===== src/rtl/rv32_pkg.sv =====
// Shared RV32I fetch-side definitions: data widths, the canonical NOP and the
// fetch bundle that travels from instruction memory to decode.
package rv32_pkg;

    localparam int          XLEN             = 32;
    localparam logic [31:0] INSTR_NOP        = 32'h0000_0013;
    localparam logic [31:0] RESET_PC_DEFAULT = 32'h0000_0000;

    typedef struct packed {
        logic [XLEN-1:0] pc;
        logic [XLEN-1:0] instr;
    } fetch_bundle_t;

    function automatic logic [XLEN-1:0] word_align(input logic [XLEN-1:0] addr);
        return {addr[XLEN-1:2], 2'b00};
    endfunction

endpackage


===== src/rtl/fetch_fifo.sv =====
// Small synchronous FIFO of fetch bundles with flush; flush wins over push.
// Also serves as the in-order address queue for in-flight fetch requests.
module fetch_fifo
    import rv32_pkg::*;
#(
    parameter int DEPTH = 2,
    parameter int CW    = $clog2(DEPTH + 1)
) (
    input  logic          clk_i,
    input  logic          rst_i,
    input  logic          flush_i,
    input  logic          push_i,
    input  fetch_bundle_t push_data_i,
    input  logic          pop_i,
    output fetch_bundle_t head_o,
    output logic [CW-1:0] count_o,
    output logic          empty_o,
    output logic          full_o
);

    localparam int PW = (DEPTH > 1) ? $clog2(DEPTH) : 1;

    fetch_bundle_t mem_q [DEPTH];
    logic [PW-1:0] wr_ptr_q, wr_ptr_d;
    logic [PW-1:0] rd_ptr_q, rd_ptr_d;
    logic [CW-1:0] count_q, count_d;
    logic          do_push;
    logic          do_pop;

    function automatic logic [PW-1:0] ptr_inc(input logic [PW-1:0] p);
        if (p == PW'(DEPTH - 1)) begin
            return '0;
        end
        return p + PW'(1);
    endfunction

    assign empty_o = (count_q == '0);
    assign full_o  = (count_q == CW'(DEPTH));
    assign count_o = count_q;
    assign head_o  = mem_q[rd_ptr_q];

    // A push into a full FIFO is only legal when the head leaves in the same cycle.
    assign do_pop  = pop_i && !empty_o;
    assign do_push = push_i && (!full_o || do_pop);

    always_comb begin
        wr_ptr_d = wr_ptr_q;
        rd_ptr_d = rd_ptr_q;
        count_d  = count_q;
        if (flush_i) begin
            wr_ptr_d = '0;
            rd_ptr_d = '0;
            count_d  = '0;
        end else begin
            if (do_push) begin
                wr_ptr_d = ptr_inc(wr_ptr_q);
            end
            if (do_pop) begin
                rd_ptr_d = ptr_inc(rd_ptr_q);
            end
            count_d = count_q + CW'(do_push) - CW'(do_pop);
        end
    end

    always_ff @(posedge clk_i) begin
        if (rst_i) begin
            wr_ptr_q <= '0;
            rd_ptr_q <= '0;
            count_q  <= '0;
        end else begin
            wr_ptr_q <= wr_ptr_d;
            rd_ptr_q <= rd_ptr_d;
            count_q  <= count_d;
        end
    end

    always_ff @(posedge clk_i) begin
        if (do_push && !flush_i) begin
            mem_q[wr_ptr_q] <= push_data_i;
        end
    end

endmodule


===== src/rtl/if_fetch_unit.sv =====
// RV32I instruction fetch stage: credit-limited request issue, in-order response
// buffering and redirect handling that discards every fetch still in flight.
module if_fetch_unit
    import rv32_pkg::*;
#(
    parameter logic [31:0] RESET_PC = RESET_PC_DEFAULT,
    parameter int          DEPTH    = 2
) (
    input  logic        clk,
    input  logic        rst,
    output logic        imem_req_valid,
    input  logic        imem_req_ready,
    output logic [31:0] imem_req_addr,
    input  logic        imem_rsp_valid,
    input  logic [31:0] imem_rsp_data,
    input  logic        redirect_valid,
    input  logic [31:0] redirect_pc,
    output logic        dec_valid,
    input  logic        dec_ready,
    output logic [31:0] dec_instr,
    output logic [31:0] dec_pc
);

    localparam int CW = $clog2(DEPTH + 1);

    logic [31:0]   pc_q, pc_d;
    logic [CW-1:0] drop_cnt_q, drop_cnt_d;

    logic          req_fire;
    logic          rsp_drop;
    logic          rsp_keep;
    logic          dec_pop;
    logic [CW:0]   credit_used;

    fetch_bundle_t aq_head;
    logic [CW-1:0] outstanding;
    logic          aq_empty, aq_full;

    fetch_bundle_t df_head;
    logic [CW-1:0] df_count;
    logic          df_empty, df_full;

    // Buffered plus in-flight fetches may never exceed DEPTH, so the
    // instruction FIFO always has room for every response.
    assign credit_used    = {1'b0, df_count} + {1'b0, outstanding};
    assign imem_req_valid = !rst && !redirect_valid && (credit_used < (CW + 1)'(DEPTH));
    assign imem_req_addr  = pc_q;
    assign req_fire       = imem_req_valid && imem_req_ready;

    assign rsp_drop = imem_rsp_valid && (drop_cnt_q != '0);
    assign rsp_keep = imem_rsp_valid && !rsp_drop && !redirect_valid;

    assign dec_valid = !rst && !df_empty && !redirect_valid;
    assign dec_pop   = dec_valid && dec_ready;
    assign dec_instr = dec_valid ? df_head.instr : INSTR_NOP;
    assign dec_pc    = dec_valid ? df_head.pc    : 32'h0000_0000;

    // Address queue is never flushed: stale fetches still return and are
    // matched off against drop_cnt.
    fetch_fifo #(
        .DEPTH (DEPTH),
        .CW    (CW)
    ) u_addr_q (
        .clk_i       (clk),
        .rst_i       (rst),
        .flush_i     (1'b0),
        .push_i      (req_fire),
        .push_data_i ('{pc: pc_q, instr: 32'h0000_0000}),
        .pop_i       (imem_rsp_valid),
        .head_o      (aq_head),
        .count_o     (outstanding),
        .empty_o     (aq_empty),
        .full_o      (aq_full)
    );

    fetch_fifo #(
        .DEPTH (DEPTH),
        .CW    (CW)
    ) u_instr_q (
        .clk_i       (clk),
        .rst_i       (rst),
        .flush_i     (redirect_valid),
        .push_i      (rsp_keep),
        .push_data_i ('{pc: aq_head.pc, instr: imem_rsp_data}),
        .pop_i       (dec_pop),
        .head_o      (df_head),
        .count_o     (df_count),
        .empty_o     (df_empty),
        .full_o      (df_full)
    );

    logic unused_fifo_flags;
    assign unused_fifo_flags = ^{aq_head.instr, aq_empty, aq_full, df_full};

    always_comb begin
        pc_d       = pc_q;
        drop_cnt_d = drop_cnt_q;
        if (redirect_valid) begin
            pc_d       = word_align(redirect_pc);
            // Everything not yet returned is stale, including anything
            // arriving this very cycle.
            drop_cnt_d = outstanding - CW'(imem_rsp_valid);
        end else begin
            if (req_fire) begin
                pc_d = pc_q + 32'd4;
            end
            if (rsp_drop) begin
                drop_cnt_d = drop_cnt_q - CW'(1);
            end
        end
    end

    always_ff @(posedge clk) begin
        if (rst) begin
            pc_q       <= RESET_PC;
            drop_cnt_q <= '0;
        end else begin
            pc_q       <= pc_d;
            drop_cnt_q <= drop_cnt_d;
        end
    end

`ifndef SYNTHESIS
    a_outstanding_max : assert property (@(posedge clk) disable iff (rst)
        outstanding <= CW'(DEPTH));
    a_credit_max : assert property (@(posedge clk) disable iff (rst)
        credit_used <= (CW + 1)'(DEPTH));
    a_drop_le_outstanding : assert property (@(posedge clk) disable iff (rst)
        drop_cnt_q <= outstanding);
    a_no_unexpected_rsp : assert property (@(posedge clk) disable iff (rst)
        imem_rsp_valid |-> (outstanding != '0));
`endif

endmodule


===== config.mk =====
export PLATFORM = sky130hd
export DESIGN_NAME = if_fetch_unit
export DESIGN_NICKNAME = d
export VERILOG_FILES = /design/src/rtl/rv32_pkg.sv /design/src/rtl/fetch_fifo.sv /design/src/rtl/if_fetch_unit.sv
export SDC_FILE = /design/constraint.sdc
export NUM_CORES = 1
export LEC_CHECK = 0
export ABC_AREA = 1
export CAP_MARGIN = 15
export CORE_ASPECT_RATIO = 0.7
export CORE_MARGIN = 2
export CORE_UTILIZATION = 57
export CTS_CLUSTER_SIZE = 20
export DETAILED_ROUTE_END_ITERATION = 10
export PLACE_DENSITY = 0.83
export SYNTH_ARGS = -nofsm -noshare
export SYNTH_HDL_FRONTEND = slang
export SYNTH_SLANG_ARGS = --single-unit

===== constraint.sdc =====
create_clock -name clk -period 13.3 [get_ports clk]
set_clock_uncertainty 0.15 [all_clocks]
set_input_delay 1.33 -clock clk [delete_from_list [all_inputs] [get_ports clk]]
set_output_delay 1.33 -clock clk [all_outputs]
set_load 0.05 [all_outputs]

After elaboration in Yosys (flattened, before gate mapping)
Memory sizes are Yosys's and may differ from the RTL's. A register that Yosys moved wholly into a read port is not among the register bits.
Cells that the tools add are included.
{ "totals": {"register_bits": 42, "mem_bits_rw": 192, "input_bits": 70, "out_inout_bits": 98, "elab_cells": 87, "memories": 2} }
{ "mem_list": {"columns": ["name", "words", "word_bits", "read_ports", "rd_ports_with_merged_regs", "wr", "line", "source"], "rows": [
  ["u_instr_q.mem_q", 2, 64, 1, 1, 1, "fetch_fifo.sv:23", "fetch_bundle_t mem_q [DEPTH];"],
  ["u_addr_q.mem_q", 2, 32, 1, 1, 1, "fetch_fifo.sv:23", null]
]} }
{ "op_classes": {"add_sub_neg": 12, "n_lt_le_gt_ge": 1, "n_eq_ne": 2, "mux": 32, "reduce_logical": 29} }
{ "op_table": {"columns": ["op", "n"], "rows": [
  ["$mux W32", 4],
  ["$add A32 B3 Y32 const B", 1],
  ["$mux W1", 26],
  ["$logic_and A1 B1 Y1", 14],
  ["$logic_not A1 Y1", 7],
  ["$reduce_bool A2 Y1", 3],
  ["$sub A2 B1 Y2", 3],
  ["$add A1 B1 Y1 const B", 4],
  ["$add A2 B1 Y2", 2],
  ["$eq A2 B2 Y1 const B", 2],
  ["$logic_not A2 Y1", 2],
  ["$mux W2", 2],
  ["$add A2 B2 Y3", 1],
  ["$lt A3 B2 Y1 const B", 1],
  ["$logic_or A1 B1 Y1", 2],
  ["$reduce_or A2 Y1", 1],
  ["$sub A2 B1 Y2 const B", 1]
]} }

Logic depth before layout (Yosys ltp)
{ "depth": {"word_depth": 11, "ltp_mapped": 11, "depth_no_buf": 11} }

Cells and area by module
A second synthesis with hierarchy kept.
{ "hier_totals": {"hier_cells": 1017, "area_unflattened_um2": 13309.0} }
{ "by_module_without_submodules": {"columns": ["module", "instances", "cells_per_inst", "area_each_um2", "seq_area_each_um2"], "rows": [
  ["fetch_fifo", 2, 240, 5180.0, 3943.8],
  ["if_fetch_unit", 1, 537, 2949.1, 640.6]
]} }

Worst setup path before layout
Ideal clock, no wire load.
{ "synth_path": {"path_type": "in2reg", "start": "input rst", "end": "memory u_instr_q.mem_q[0][0] in the netlist's numbering (enable)", "arrival_ps": 4745, "required_time_ps": 12668, "slack_ps": 7923, "cell_stages": 8, "path_cell_list": "buf_4 -> inv_2 -> nand2_4 -> nor2_8 -> nand2_4 -> nand3_2 -> nand2_2 -> nor2_1"} }
{ "synth_between": {"elab_chain_cells": 10} }
{ "synth_rtl": {"columns": ["item", "line", "source"], "rows": [
  ["from (decl)", "if_fetch_unit.sv:10", "input logic rst,"],
  ["$logic_not A1 Y1", "if_fetch_unit.sv:53", "assign dec_valid = !rst && !df_empty && !redirect_valid;"],
  ["$logic_and A1 B1 Y1 (2 in a row)", "if_fetch_unit.sv:53", null],
  ["named net dec_valid", "if_fetch_unit.sv:18", "output logic dec_valid,"],
  ["$logic_and A1 B1 Y1", "if_fetch_unit.sv:54", "assign dec_pop = dec_valid && dec_ready;"],
  ["$logic_and A1 B1 Y1", "fetch_fifo.sv:43", "assign do_pop = pop_i && !empty_o;"],
  ["$logic_or A1 B1 Y1", "fetch_fifo.sv:44", "assign do_push = push_i && (!full_o || do_pop);"],
  ["$logic_and A1 B1 Y1", "fetch_fifo.sv:44", null],
  ["$logic_and A1 B1 Y1", "fetch_fifo.sv:78", "if (do_push && !flush_i) begin"],
  ["$mux W1", "fetch_fifo.sv:78", null],
  ["$mux W1 (not written as such)", "fetch_fifo.sv:79", "mem_q[wr_ptr_q] <= push_data_i;"],
  ["to (decl)", "fetch_fifo.sv:23", null]
]} }
The timed path passes the listed nets, and every way through them passes these cells.

Final worst setup path
{ "layout_path": {"start": "input rst", "end": "output dec_instr[14]"} }
{ "layout_between": {"elab_chain_cells": 4} }
{ "layout_rtl": {"columns": ["item", "line", "source"], "rows": [
  ["$logic_not A1 Y1", "if_fetch_unit.sv:53", null],
  ["$logic_and A1 B1 Y1 (2 in a row)", "if_fetch_unit.sv:53", null],
  ["$mux W32", "if_fetch_unit.sv:55", "assign dec_instr = dec_valid ? df_head.instr : INSTR_NOP;"],
  ["to (decl)", "if_fetch_unit.sv:20", "output logic [31:0] dec_instr,"]
]} }
No other way between the ends.

==> flow_metrics.py <==
metrics = {
    "outcome": {
        "status": "finished clean",
    },
    "yosys": {
        "yosys-top-cells-count": "nand2_1 (252), edfxtp_1 (184), a21oi_1 (79)",
        "synth_top_area_share_pct": 57.2,
        "synth.most_common_cell": "nand2_1",
        "async_flop_share_pct": 0,
        "syn_area_mm2": 0.00966,
        "synth_edf_count": 184,
        "synthCells": 884,
        "postSynthAreaPerCell_um2": 10.9,
        "yosysUniqueCellTypes": 40,
        "ys_top_cells_by_area": "edfxtp_1 (57%), nand2_1 (9.8%), dfxtp_1 (8.7%), a21oi_1 (4.1%), mux2_2 (3.5%)",
        "synth_warnings": 0,
        "ys_seq_elements": 226,
        "ys.flop_type": "edfxtp_1",
        "synth_sequential_area_ratio_pct": 65.9,
        "yosys.area.top_type": "edfxtp_1",
    },
    "timing": {
        "max_freq_mhz": 171,
        "tightest_slew_ns": 0.876,
        "rsz0062_at_grt": "false",
        "slew_headroom_pct": 41.6,
        "drv_slew": 0,
        "finalSetupTns_ns": 0,
        "min_period_over_period_pct": 44.0,
        "fin_crit_ns": 5.85,
        "finalSetupViolations": 0,
        "hold_viol": 0,
    },
    "critical_path": {
        "crit_slowest_cell": "clkdlybuf4s50_1",
        "crit_arrival_ns": 4.37,
        "path_max_fanout": 36,
        "critical_path.max_stage_delay_ns": 0.73,
        "critPathCaptureType": "output pin",
        "worstPathRequired_ns": 11.82,
        "crit_buf_inv": 6,
        "start_kind": "input port",
        "path_class": "in -> out",
        "crit_family": "buffers and inverters",
        "r2r-start": "u_instr_q.count_o[0]$_SDFF_PP0_",
        "crit_chain": "clkdlybuf4s50_1 > buf_4 > inv_2 > nand2_4 > nor2_8 > inv_2 > buf_4 > a21oi_1 > clkdlybuf4s50_1",
        "cp-startpoint": "rst",
    },
    "detailed_routing": {
        "drcViolationCount": 0,
        "drt_iter0_drc": 739,
        "viasPerCell": 5.39,
        "vias": 6917,
        "wl_per_cell_um": 16.9,
        "ant_nets": 0,
        "wl_mm": 21.7,
        "dr.pass1.iters": 5,
    },
    "die": {
        "rows": 39,
        "io_pins": 168,
        "dieArea_mm2": 0.0180,
        "die_w_um": 160,
        "die_h_um": 113,
        "core_area_mm2": 0.0164,
        "start_util_pct": 58.8,
    },
    "global_routing": {
        "grt_max_degree": 63,
        "grt_use_total_pct": 24.0,
        "antenna_found_initial": 0,
        "grt_pass1_wl_mm": 33.8,
        "grt_pass1_vias": 6369,
        "overflow": 0,
    },
    "placed_design": {
        "dp_hpwl_mm": 13.7,
        "io_buffers": 161,
        "gp_congestion": 0.859,
        "place_area_mm2": 0.0114,
    },
    "clock_tree": {
        "cts_tree": "yes",
        "ctsResizeCount": 0,
        "clkSinkCount": 226,
        "htree_levels": 1,
        "cts_root_buffer": "clkbuf_16",
        "hold_buffers": 0,
        "clock_latency_ns": 0.51,
        "post_cts_buffers": 0,
        "cts_made_buffers": 22,
        "clk_pin_slew_worst_paths_ns": 0.06,
        "clockBufferDepth": 3,
    },
    "run": {
        "cap_violations": 0,
    },
    "worst_hold_path": {
        "hold_path.startpoint": "u_addr_q.rd_ptr_q$_SDFFE_PP0P_",
        "hold_class": "reg -> reg",
    },
    "finish": {
        "area_growth_pct": 25.7,
        "postLayoutCellArea_mm2": 0.0121,
        "antennaDiodeCount": 0,
        "nNetsFinal": 1120,
        "final_layout_size_suffix_gt1_share_pct": 10.8,
    },
    "pwr": {
        "irDropWorstVdd_v": 0.0000910,
        "power.density_mw_per_mm2": 135,
        "p_leak_nw": 4.31,
    },
}
==> cells in the final DEF (no fill, tap or decap), drive strengths merged, types with 2 or more instances in the layout <==
cell type / instances
a21oi: 89
a31oi: 8
buf: 9
bufinv: 2
clkbuf: 28
clkdlybuf4s50: 161
clkinv: 8
conb: 4
dfxtp: 42
edfxtp: 184
ha: 5
inv: 78
mux2: 30
nand2: 259
nand3: 44
nand4: 4
nor2: 51
nor3: 2
o211ai: 2
o21ai: 35
xnor2: 3
xor2: 4
==> worst paths after layout <==
check,end,slack [ns],depth (start not counted)
hold / removal,flop,0.30,1
setup reg to reg,u_addr_q.mem_q[0][23]$_DFFE_PP_,10.33,9
setup / recovery,dec_instr[14],7.45,9
hold reg to reg,flop,0.30,1
==> sequential cells by signal (all words and copies together), names as in the netlist, named ones only <==
register            flops
u_instr_q.mem_q       124
u_addr_q.mem_q         60
imem_req_addr          30
drop_cnt_q              2
u_addr_q.count_o        2
u_instr_q.count_o       2
u_addr_q.rd_ptr_q       1
u_addr_q.wr_ptr_q       1
u_instr_q.rd_ptr_q      1
u_instr_q.wr_ptr_q      1
==> report_power, final <==
part | total, W | switching (W) | internal, W | leakage, nW
combinational | 0.000188 | 0.000109 | 0.0000790 | 1.94
sequential | 0.000852 | 0.0000359 | 0.000816 | 2.03
clock | 0.000595 | 0.000250 | 0.000345 | 0.334
total | 0.00164 | 0.000395 | 0.00124 | 4.31
==> layout make-up <==
type                            count  area [um2]
Sequential cell                   226        6370
Fill cell                        1107        4300
Multi-Input combinational cell    546        2820
Timing Repair Buffer              170        1690
Clock buffer                       28         573
Inverter                           78         295
Tap cell                          225         282
Clock inverter                     11         115
==> stage by stage <==
stage	setup slack [ns]	instances	total power [W]	utilization, %	hold slack (ns)
after CTS	7.41	1283	0.00164	73.8	0.294
after detailed placement	7.40	1244	0.00105	69.6	0.284
final	7.45	1284	0.00164	73.9	0.298
after global routing	7.29	1284	0.00169	73.9	0.327
after global placement	7.44	1244	0.00105	69.6	0.276
after floorplan	7.92	887	0.000985	-	0.276
==> routing by layer <==
| metal | up-vias | GRT usage [%] | share of wire [%] | wire [um] |
|---|---|---|---|---|
| li1 | 3322 | - | - | - |
| met1 | 3249 | 35.0 | 45 | 9700 |
| met2 | 324 | 38.5 | 45 | 9780 |
| met3 | 22 | 3.81 | 8.9 | 1920 |
| met4 | 0 | 5.21 | 1.4 | 300 |
| met5 | - | 0 | 0 | 0 |
==> worst register-to-register path, stage by stage, from the launching register on <==
cell     delay (ns)
dfxtp_1        0.41
nand2_1        0.07
inv_1          0.07
fa_1           0.41
inv_1          0.13
nand4_4        0.20
a31oi_2        0.25
inv_1          0.11
nor2_2         0.37
buf_4          0.43
==> cell families (layout without fill, tap and decap cells) <==
logic type | count (synthesis) | in the layout | synth area share [%]
AO/OA/AOI/OAI | 135 | 135 | 7.64
XOR/XNOR | 7 | 7 | 0.634
adder cells (fa/ha/maj) | 6 | 6 | 0.855
buffers and inverters | 115 | 287 | 5.19
flip-flops | 226 | 226 | 65.9
multiplexers | 30 | 30 | 3.50
other | 1 | 4 | 0.0388
AND/OR/NAND/NOR | 364 | 364 | 16.3
Power figures use the tool's default switching activity.
